===== src/rtl/io_supply_sequencer_pkg.sv =====
// io_seq_pkg: shared types and constants for the IO supply sequencer.
//   io_seq_state_e : FSM state encoding (also exported on state_o)
//   io_seq_out_t   : pad control bundle {iso, ret, oe_en, ready}
//   SAFE_OUT       : pad controls for the safe (unpowered) ring
//   DROP_CNT_MAX   : saturation value of the supply-drop counter
package io_seq_pkg;

  typedef enum logic [2:0] {
    ST_OFF      = 3'd0,
    ST_DEBOUNCE = 3'd1,
    ST_ISO_REL  = 3'd2,
    ST_RET_REL  = 3'd3,
    ST_READY    = 3'd4
  } io_seq_state_e;

  typedef struct packed {
    logic iso;
    logic ret;
    logic oe_en;
    logic ready;
  } io_seq_out_t;

  localparam io_seq_out_t SAFE_OUT     = '{iso: 1'b1, ret: 1'b1, oe_en: 1'b0, ready: 1'b0};
  localparam logic [7:0]  DROP_CNT_MAX = 8'hFF;

  // Moore decode of pad controls; unknown encodings map to the safe state.
  function automatic io_seq_out_t decode_out(input io_seq_state_e st);
    io_seq_out_t o;
    o = SAFE_OUT;
    case (st)
      ST_ISO_REL: o = '{iso: 1'b0, ret: 1'b1, oe_en: 1'b0, ready: 1'b0};
      ST_RET_REL: o = '{iso: 1'b0, ret: 1'b0, oe_en: 1'b0, ready: 1'b0};
      ST_READY:   o = '{iso: 1'b0, ret: 1'b0, oe_en: 1'b1, ready: 1'b1};
      default:    o = SAFE_OUT;
    endcase
    return o;
  endfunction

endpackage


===== src/rtl/io_supply_sequencer_if.sv =====
// io_supply_sequencer_if: bundles the supply-detect input, software controls,
// configuration and pad-control outputs of the sequencer.
//   slave  : sequencer side (consumes vsup/force/cfg, drives pad controls)
//   master : ring-controller side (drives vsup/force/cfg, observes outputs)
interface io_supply_sequencer_if #(
  parameter int unsigned DEBOUNCE_W = 8,
  parameter int unsigned STEP_W     = 8
);
  logic                  vsup_ok_ai;
  logic                  force_off_i;
  logic [DEBOUNCE_W-1:0] cfg_debounce_i;
  logic [STEP_W-1:0]     cfg_step_i;
  logic                  pad_iso_o;
  logic                  pad_ret_o;
  logic                  pad_oe_en_o;
  logic                  io_ready_o;
  logic [2:0]            state_o;
  logic [7:0]            drop_cnt_o;

  modport master (
    output vsup_ok_ai, force_off_i, cfg_debounce_i, cfg_step_i,
    input  pad_iso_o, pad_ret_o, pad_oe_en_o, io_ready_o, state_o, drop_cnt_o
  );

  modport slave (
    input  vsup_ok_ai, force_off_i, cfg_debounce_i, cfg_step_i,
    output pad_iso_o, pad_ret_o, pad_oe_en_o, io_ready_o, state_o, drop_cnt_o
  );
endinterface


===== src/rtl/io_supply_sequencer_sync.sv =====
// io_sync_ff: STAGES-deep flop chain bringing an asynchronous level into clk_i.
//   clk_i  : destination clock
//   rst_ni : asynchronous active-low reset, chain clears to 0
//   d_ai   : asynchronous input level
//   q_o    : synchronised level, STAGES edges after d_ai settles
module io_sync_ff #(
  parameter int unsigned STAGES = 2
) (
  input  logic clk_i,
  input  logic rst_ni,
  input  logic d_ai,
  output logic q_o
);
  logic [STAGES-1:0] sync_q;

  always_ff @(posedge clk_i or negedge rst_ni) begin
    if (!rst_ni) sync_q <= '0;
    else         sync_q <= {sync_q[STAGES-2:0], d_ai};
  end

  assign q_o = sync_q[STAGES-1];
endmodule


===== src/rtl/io_supply_sequencer.sv =====
// io_supply_sequencer: power-up/power-down sequencer for the IO ring.
// Debounces the synchronised supply-good level, then releases isolation,
// retention and output enables in order; any loss returns the ring to the
// safe state on the next edge and supply drops are counted (saturating).
//   clk_i, rst_ni : block clock, asynchronous active-low reset
//   io (slave)    : vsup_ok_ai, force_off_i, cfg_debounce_i, cfg_step_i in;
//                   pad_iso_o, pad_ret_o, pad_oe_en_o, io_ready_o,
//                   state_o, drop_cnt_o out
module io_supply_sequencer
  import io_seq_pkg::*;
#(
  parameter int unsigned SYNC_STAGES = 2,
  parameter int unsigned DEBOUNCE_W  = 8,
  parameter int unsigned STEP_W      = 8
) (
  input logic                  clk_i,
  input logic                  rst_ni,
  io_supply_sequencer_if.slave io
);
  localparam int unsigned CNT_W = (DEBOUNCE_W > STEP_W) ? DEBOUNCE_W : STEP_W;

  io_seq_state_e    state_q, state_d;
  logic [CNT_W-1:0] cnt_q, cnt_d;
  logic [7:0]       drop_q, drop_d;
  io_seq_out_t      out_q;

  logic              ok_s;
  logic              loss;
  logic [STEP_W-1:0] step_len;
  logic              deb_done;
  logic              step_done;

  io_sync_ff #(.STAGES(SYNC_STAGES)) u_vsup_sync (
    .clk_i  (clk_i),
    .rst_ni (rst_ni),
    .d_ai   (io.vsup_ok_ai),
    .q_o    (ok_s)
  );

  always_comb begin
    loss      = !ok_s || io.force_off_i;
    step_len  = (io.cfg_step_i == '0) ? STEP_W'(1) : io.cfg_step_i;
    deb_done  = (cnt_q == CNT_W'(io.cfg_debounce_i));
    // counter starts at 0 on stage entry, so the last cycle of a stage sees len-1
    step_done = (cnt_q == CNT_W'(step_len - STEP_W'(1)));
  end

  always_comb begin
    state_d = state_q;
    cnt_d   = cnt_q;
    drop_d  = drop_q;
    case (state_q)
      ST_OFF: begin
        cnt_d = '0;
        if (!loss) state_d = ST_DEBOUNCE;
      end
      ST_DEBOUNCE: begin
        if (loss) begin
          state_d = ST_OFF;
          cnt_d   = '0;
        end else if (deb_done) begin
          state_d = ST_ISO_REL;
          cnt_d   = '0;
        end else begin
          cnt_d = cnt_q + CNT_W'(1);
        end
      end
      ST_ISO_REL, ST_RET_REL: begin
        if (loss) begin
          state_d = ST_OFF;
          cnt_d   = '0;
        end else if (step_done) begin
          state_d = (state_q == ST_ISO_REL) ? ST_RET_REL : ST_READY;
          cnt_d   = '0;
        end else begin
          cnt_d = cnt_q + CNT_W'(1);
        end
      end
      ST_READY: begin
        if (loss) state_d = ST_OFF;
      end
      default: begin
        state_d = ST_OFF;
        cnt_d   = '0;
      end
    endcase
    // only a genuine supply loss after debounce counts as a drop
    if (loss && !ok_s &&
        (state_q == ST_ISO_REL || state_q == ST_RET_REL || state_q == ST_READY) &&
        drop_q != DROP_CNT_MAX)
      drop_d = drop_q + 8'd1;
  end

  // Outputs are registered from the next state so they switch with state_q.
  always_ff @(posedge clk_i or negedge rst_ni) begin
    if (!rst_ni) begin
      state_q <= ST_OFF;
      cnt_q   <= '0;
      drop_q  <= '0;
      out_q   <= SAFE_OUT;
    end else begin
      state_q <= state_d;
      cnt_q   <= cnt_d;
      drop_q  <= drop_d;
      out_q   <= decode_out(state_d);
    end
  end

  assign io.pad_iso_o   = out_q.iso;
  assign io.pad_ret_o   = out_q.ret;
  assign io.pad_oe_en_o = out_q.oe_en;
  assign io.io_ready_o  = out_q.ready;
  assign io.state_o     = state_q;
  assign io.drop_cnt_o  = drop_q;
endmodule


===== src/flat_wrapper.sv =====
// flat-port wrapper written by rule: the top's interface ports become plain ports
module io_supply_sequencer_flat import io_seq_pkg::*;
#(
  parameter int unsigned SYNC_STAGES = 2,
  parameter int unsigned DEBOUNCE_W  = 8,
  parameter int unsigned STEP_W      = 8
)
  (clk_i, rst_ni, io_vsup_ok_ai, io_force_off_i, io_cfg_debounce_i, io_cfg_step_i, io_pad_iso_o, io_pad_ret_o, io_pad_oe_en_o, io_io_ready_o, io_state_o, io_drop_cnt_o);
  io_supply_sequencer_if #(.DEBOUNCE_W(DEBOUNCE_W), .STEP_W(STEP_W)) io_i ();
  input logic clk_i;
  input logic rst_ni;
  input wire logic [$bits(io_i.vsup_ok_ai)-1:0] io_vsup_ok_ai;
  input wire logic [$bits(io_i.force_off_i)-1:0] io_force_off_i;
  input wire logic [$bits(io_i.cfg_debounce_i)-1:0] io_cfg_debounce_i;
  input wire logic [$bits(io_i.cfg_step_i)-1:0] io_cfg_step_i;
  output wire logic [$bits(io_i.pad_iso_o)-1:0] io_pad_iso_o;
  output wire logic [$bits(io_i.pad_ret_o)-1:0] io_pad_ret_o;
  output wire logic [$bits(io_i.pad_oe_en_o)-1:0] io_pad_oe_en_o;
  output wire logic [$bits(io_i.io_ready_o)-1:0] io_io_ready_o;
  output wire logic [$bits(io_i.state_o)-1:0] io_state_o;
  output wire logic [$bits(io_i.drop_cnt_o)-1:0] io_drop_cnt_o;
  assign io_i.vsup_ok_ai = io_vsup_ok_ai;
  assign io_i.force_off_i = io_force_off_i;
  assign io_i.cfg_debounce_i = io_cfg_debounce_i;
  assign io_i.cfg_step_i = io_cfg_step_i;
  assign io_pad_iso_o = io_i.pad_iso_o;
  assign io_pad_ret_o = io_i.pad_ret_o;
  assign io_pad_oe_en_o = io_i.pad_oe_en_o;
  assign io_io_ready_o = io_i.io_ready_o;
  assign io_state_o = io_i.state_o;
  assign io_drop_cnt_o = io_i.drop_cnt_o;
  io_supply_sequencer #(.SYNC_STAGES(SYNC_STAGES), .DEBOUNCE_W(DEBOUNCE_W), .STEP_W(STEP_W)) u_core (.clk_i(clk_i), .rst_ni(rst_ni), .io(io_i));
endmodule

===== config.mk =====
export PLATFORM = sky130hd
export DESIGN_NAME = io_supply_sequencer_flat
export DESIGN_NICKNAME = d
export VERILOG_FILES = /design/src/rtl/io_supply_sequencer_pkg.sv /design/src/rtl/io_supply_sequencer_if.sv /design/src/rtl/io_supply_sequencer_sync.sv /design/src/rtl/io_supply_sequencer.sv /design/src/flat_wrapper.sv
export SDC_FILE = /design/constraint.sdc
export NUM_CORES = 1
export LEC_CHECK = 0
export CAP_MARGIN = 25
export CORE_MARGIN = 8
export CORE_UTILIZATION = 45
export DETAILED_ROUTE_END_ITERATION = 6
export DONT_BUFFER_PORTS = 1
export SLEW_MARGIN = 20
export SYNTH_ARGS = -nofsm -noshare
export SYNTH_HDL_FRONTEND = slang
export SYNTH_SLANG_ARGS = --single-unit

===== constraint.sdc =====
create_clock -name clk_i -period 3.03 [get_ports clk_i]
set_input_delay 0.909 -clock clk_i [delete_from_list [all_inputs] [get_ports clk_i]]
set_output_delay 0.909 -clock clk_i [all_outputs]
set_load 0.01 [all_outputs]

Word-level counts from Yosys, hierarchy flattened
Cells that the tools add are included.

word-level totals
  register bits = 25
  bits of input ports = 20
  output and inout port bits = 15
  word-level logic and storage cells = 46

cells by class
  $add $sub $neg = 3
  eq/ne operators = 10
  multiplexer cells = 15
  reduce and logical (&&, ||, !) cells = 10

operators by type and width
  operator               count
  $mux W8                5
  $pmux W8 S3            1
  $mux W3                7
  $add A8 B1 Y8 const B  2
  $eq A8 B8 Y1           2
  $eq A3 B2 Y1 const B   4
  $pmux W3 S4            1
  $pmux W4 S3            1
  $logic_not A8 Y1       1
  $ne A8 B8 Y1 const B   1
  $sub A8 B1 Y8 const B  1
  $eq A3 B3 Y1 const B   2
  $eq A3 B1 Y1 const B   1
  $logic_and A1 B1 Y1    3
  $logic_not A3 Y1       1
  $logic_or A1 B1 Y1     3
  $reduce_or A2 Y1       1
  $logic_not A1 Y1       1

Depth between registers and ports, before layout
  depth in word-level cells = 9
  depth in mapped cells = 11
  depth with buffers taken out = 10

Cells and area by module
From an unflattened synthesis, not the netlist that was laid out.

second synthesis, totals
  cells, all modules = 175
  area total of the unflattened synthesis = 1,610.3 µm²

modules (own cells, without submodules)
  module               times used  cells an instance  area an instance (µm²)  seq. area each (µm²)
  io_supply_sequencer  1           173                1,560.2                 553.0
  io_sync_ff           1           2                  50.0                    50.0

Worst setup path before layout
OpenSTA, ideal clock, no wires.

  path kind = input-to-reg
  start = input port io_cfg_step_i[3]
  end = register u_core.cnt_q[6]
  setup time = 124 ps
  arrival time = 2,858 ps
  data required time = 2,906 ps
  slack = 49 ps
  stages = 11
  path buffers = 1
  cells stage by stage = nor4_1 > a21oi_1 > ha_1 > xor2_1 > xnor2_1 > nand3_1 > nor4_2 > o211a_2 > buf_6 > nor2_1 > a211o_1

on the way
  word-level cells in the longest chain between the ends = 7

ends and longest elaborated chain
  element               RTL line                    text
  start, declared       flat_wrapper.sv:15          input wire logic [$bits(io_i.cfg_step_i)-1:0] io_cfg_step_i;
  $logic_not A8 Y1      io_supply_sequencer.sv:42   step_len = (io.cfg_step_i == '0) ? STEP_W'(1) : io.cfg_step_i;
  $mux W8 *             io_supply_sequencer.sv:42
  $sub A8 B1 Y8 *       io_supply_sequencer.sv:45   step_done = (cnt_q == CNT_W'(step_len - STEP_W'(1)));
  $eq A8 B8 Y1 *        io_supply_sequencer.sv:45
  $mux W8 *             io_supply_sequencer.sv:72   end else if (step_done) begin
  $mux W8 *             io_supply_sequencer.sv:69   if (loss) begin
  $pmux W8 S3 *         io_supply_sequencer.sv:52   case (state_q)
  end signal, assigned  io_supply_sequencer.sv:103  cnt_q <= cnt_d;
  end, declared         io_supply_sequencer.sv:23   logic [CNT_W-1:0] cnt_q, cnt_d;

Mark *: on every way between the ends. The rest lies on a longest branch, timed or not.
A chain may end at the register's enable or synchronous reset.

Final worst setup path
Ends and elaborated chain as after synthesis.

==> results.sh <==
export IMPL_yosys_register_bits=24
export IMPL_die_h_um=73.8
export IMPL_clock_skew_final_ps=13.1
export IMPL_synth_avg_cell_area_um2=9.65
export IMPL_maxSlewViolCount=0
export IMPL_tritoncts="yes"
export IMPL_grt_max_degree=25
export IMPL_synth_nets=179
export IMPL_grt_ovfl_total=0
export IMPL_layoutNonFillerInstCount=203
export IMPL_diodes=0
export IMPL_finalSetupViolCount=0
export IMPL_hold_violations=0
export IMPL_rsz0062_at_grt="false"
export IMPL_crit_arrival_ps=3010
export IMPL_design_area_um2=1630
export IMPL_root_buffer="clkbuf_4"
export IMPL_fin_crit_sh=0.918
export IMPL_dpl_instance_area_um2=1550
export IMPL_final_layout_size_suffix_gt1_frac=0.115
export IMPL_syn2layout_area_growth_pct=7.98
export IMPL_num_io_pins=35
export IMPL_via_per_inst=5.59
export IMPL_worst_pin_slew_ps=677
export IMPL_synth_warnings=0
export IMPL_vias=1134
export IMPL_critPathCaptureType="flip-flop"
export IMPL_path_class="input port to flip-flop"
export IMPL_ys_seq_area_frac=0.401
export IMPL_cts_buffers=3
export IMPL_required_ps=3260
export IMPL_p_leak_uw=0.000683
export IMPL_netlist_instances=156
export IMPL_drtAntennaViolNets=0
export IMPL_initial_core_util=0.458
export IMPL_layout_commonest_cell="dfrtp_1"
export IMPL_syn_area_um2=1510
export IMPL_p_per_area_nw_per_um2=369
export IMPL_yosysTopAreaCellShare=0.366
export IMPL_core_area_um2=3280
export IMPL_min_period_ps=2780
export IMPL_port_buffers=0
export IMPL_synth_top_area_cell="dfrtp_1"
export IMPL_maxCapViolCount=0
export IMPL_wirelength_mm=3.14
export IMPL_grt_util_all_layers=0.119
export IMPL_htree_levels=1
export IMPL_path_max_fanout=6
export IMPL_die_w_um=73.8
export IMPL_rows=21
export IMPL_gp_congestion=0.839
export IMPL_cts_setup_buffers=0
export IMPL_hold_path_class="input port to asynchronous set/reset pin"
export IMPL_slew_limit_headroom=0.546
export IMPL_grt_pass1_wl_mm=5.13
export IMPL_total_power_uw=599
export IMPL_ir_drop_mv=0.356
export IMPL_antenna_found_initial=0
export IMPL_drc=0
export IMPL_insertion_delay_ps=320
export IMPL_ys_top_cells_by_area="dfrtp_1, xnor2_1, dfstp_2, xor2_1, nand2_1"
export IMPL_nets=181
export IMPL_max_freq_mhz=359
export IMPL_dpl_hpwl_mm=2.43
export IMPL_outcome="finished, final reports clean"
export IMPL_dieArea_um2=5450
export IMPL_grt_pass1_vias=1122
export IMPL_final_cell_mix="dfrtp_1, xnor2_1, nand2_1"
export IMPL_cts_buffer_depth=2
export IMPL_dr_pass1_iters=4
export IMPL_placed_cells=198
export IMPL_synth_distinct_cells=45
export IMPL_path_clk_slew_ps=140
export IMPL_startpoint_type="input port"
export IMPL_routedWlPerCell_um=15.5
export IMPL_first_iter_violations=62
export IMPL_fin_tns_setup_ps=0
export IMPL_clock_sinks=24
[kinds of logic after synthesis]
group,Yosys count,synth area share
mux,5,0.0391
compound gates,32,0.140
simple gates,58,0.223
xor+xnor,24,0.140
fa+ha+maj,3,0.0249
flops,24,0.401
buf+inv,10,0.0324
[final timing paths]
check	from	end	slack, ps	depth (start not counted)
hold reg to reg	u_core.u_vsup_sync.sync_q[0]$_DFF_PN0_	u_core.u_vsup_sync.sync_q[1]$_DFF_PN0_	370	0
max in group asynchronous	rst_ni	u_core.io.pad_iso_o$_DFF_PN1_	2610	0
hold / removal	rst_ni	u_core.io.state_o[0]$_DFF_PN0_	250	0
setup / recovery	io_cfg_step_i[3]	u_core.cnt_q[6]$_DFFE_PN0P_	250	10
setup reg to reg	u_core.cnt_q[0]$_DFFE_PN0P_	u_core.cnt_q[6]$_DFFE_PN0P_	620	7
min in group clk_i	u_core.u_vsup_sync.sync_q[0]$_DFF_PN0_	u_core.u_vsup_sync.sync_q[1]$_DFF_PN0_	370	0
[worst max-delay path, stage by stage]
cell     delay, ps
nor4_2         290
a21oi_1        150
ha_1           260
xor2_1         190
xnor2_1        140
nand3_1        130
nor4_4         320
o211a_2        290
nor3_1          70
a211o_1        270
[flip-flops by register name, indices dropped and copies added, names as in the netlist]
signal,count
u_core.io.drop_cnt_o,8
u_core.io.pad_oe_en_o,1
u_core.u_vsup_sync.sync_q,2
u_core.io.pad_iso_o,1
u_core.io.pad_ret_o,1
u_core.cnt_q,8
u_core.io.state_o,3
[Yosys cell counts (all sizes together)]
cell     instances
dfrtp           22
xnor2           18
nand2           11
o21ai            9
nor2             8
xor2             6
a21oi            5
clkbuf           5
nand2b           5
nand3            5
nand4            5
a21o             4
and3             4
mux2             4
nor3b            4
ha               3
inv              3
nor4             3
a211oi           2
and2             2
buf              2
dfstp            2
nor2b            2
nor3             2
o22ai            2
o31ai            2
or3              2
a211o            1
a311oi           1
mux2i            1
nand4bb          1
nor4b            1
o2111ai          1
o211a            1
o211ai           1
o21bai           1
o2bb2ai          1
o31a             1
or2              1
or3b             1
or4              1
[power breakdown]
part	total [uW]	switching (uW)	leakage [uW]	internal [uW]
registers	327	3.76	0.000323	323
logic	41.4	18.6	0.000333	22.8
clock network	231	97.4	0.0000279	134
total	599	120	0.000683	480
[per-stage QoR]
stage | hold slack (ps) | util | setup WS (ps)
floorplan | 331 | - | 48.6
global placement | 339 | 0.471 | -45.8
detailed placement | 339 | 0.471 | -244
CTS | 248 | 0.487 | 95.7
global route | 219 | 0.495 | 105
finish | 254 | 0.495 | 247
[per-layer routing]
metal,global-route usage,vias to the layer above,share of wire
li1,-,565,-
met1,0.142,550,0.44
met2,0.202,17,0.50
met3,0.0423,2,0.060
met4,0.0155,0,0.0032
met5,0,-,0
[timing repair]
item                                    in CTS  in global routing
endpoints found under the setup margin       0                  4
hold buffers                                 0                  0
resized for setup                            0                  2
[area by class of cell]
type	count	area (um^2)
sequential	24	603
tap	46	57.6
multi-input combinational	123	878
clock buffer	3	22.5
timing repair buffer	3	22.5
inverter	3	11.3
clock inverter	1	30.0
fill	311	1660
Note: power is estimated with default switching activity, not from simulation.
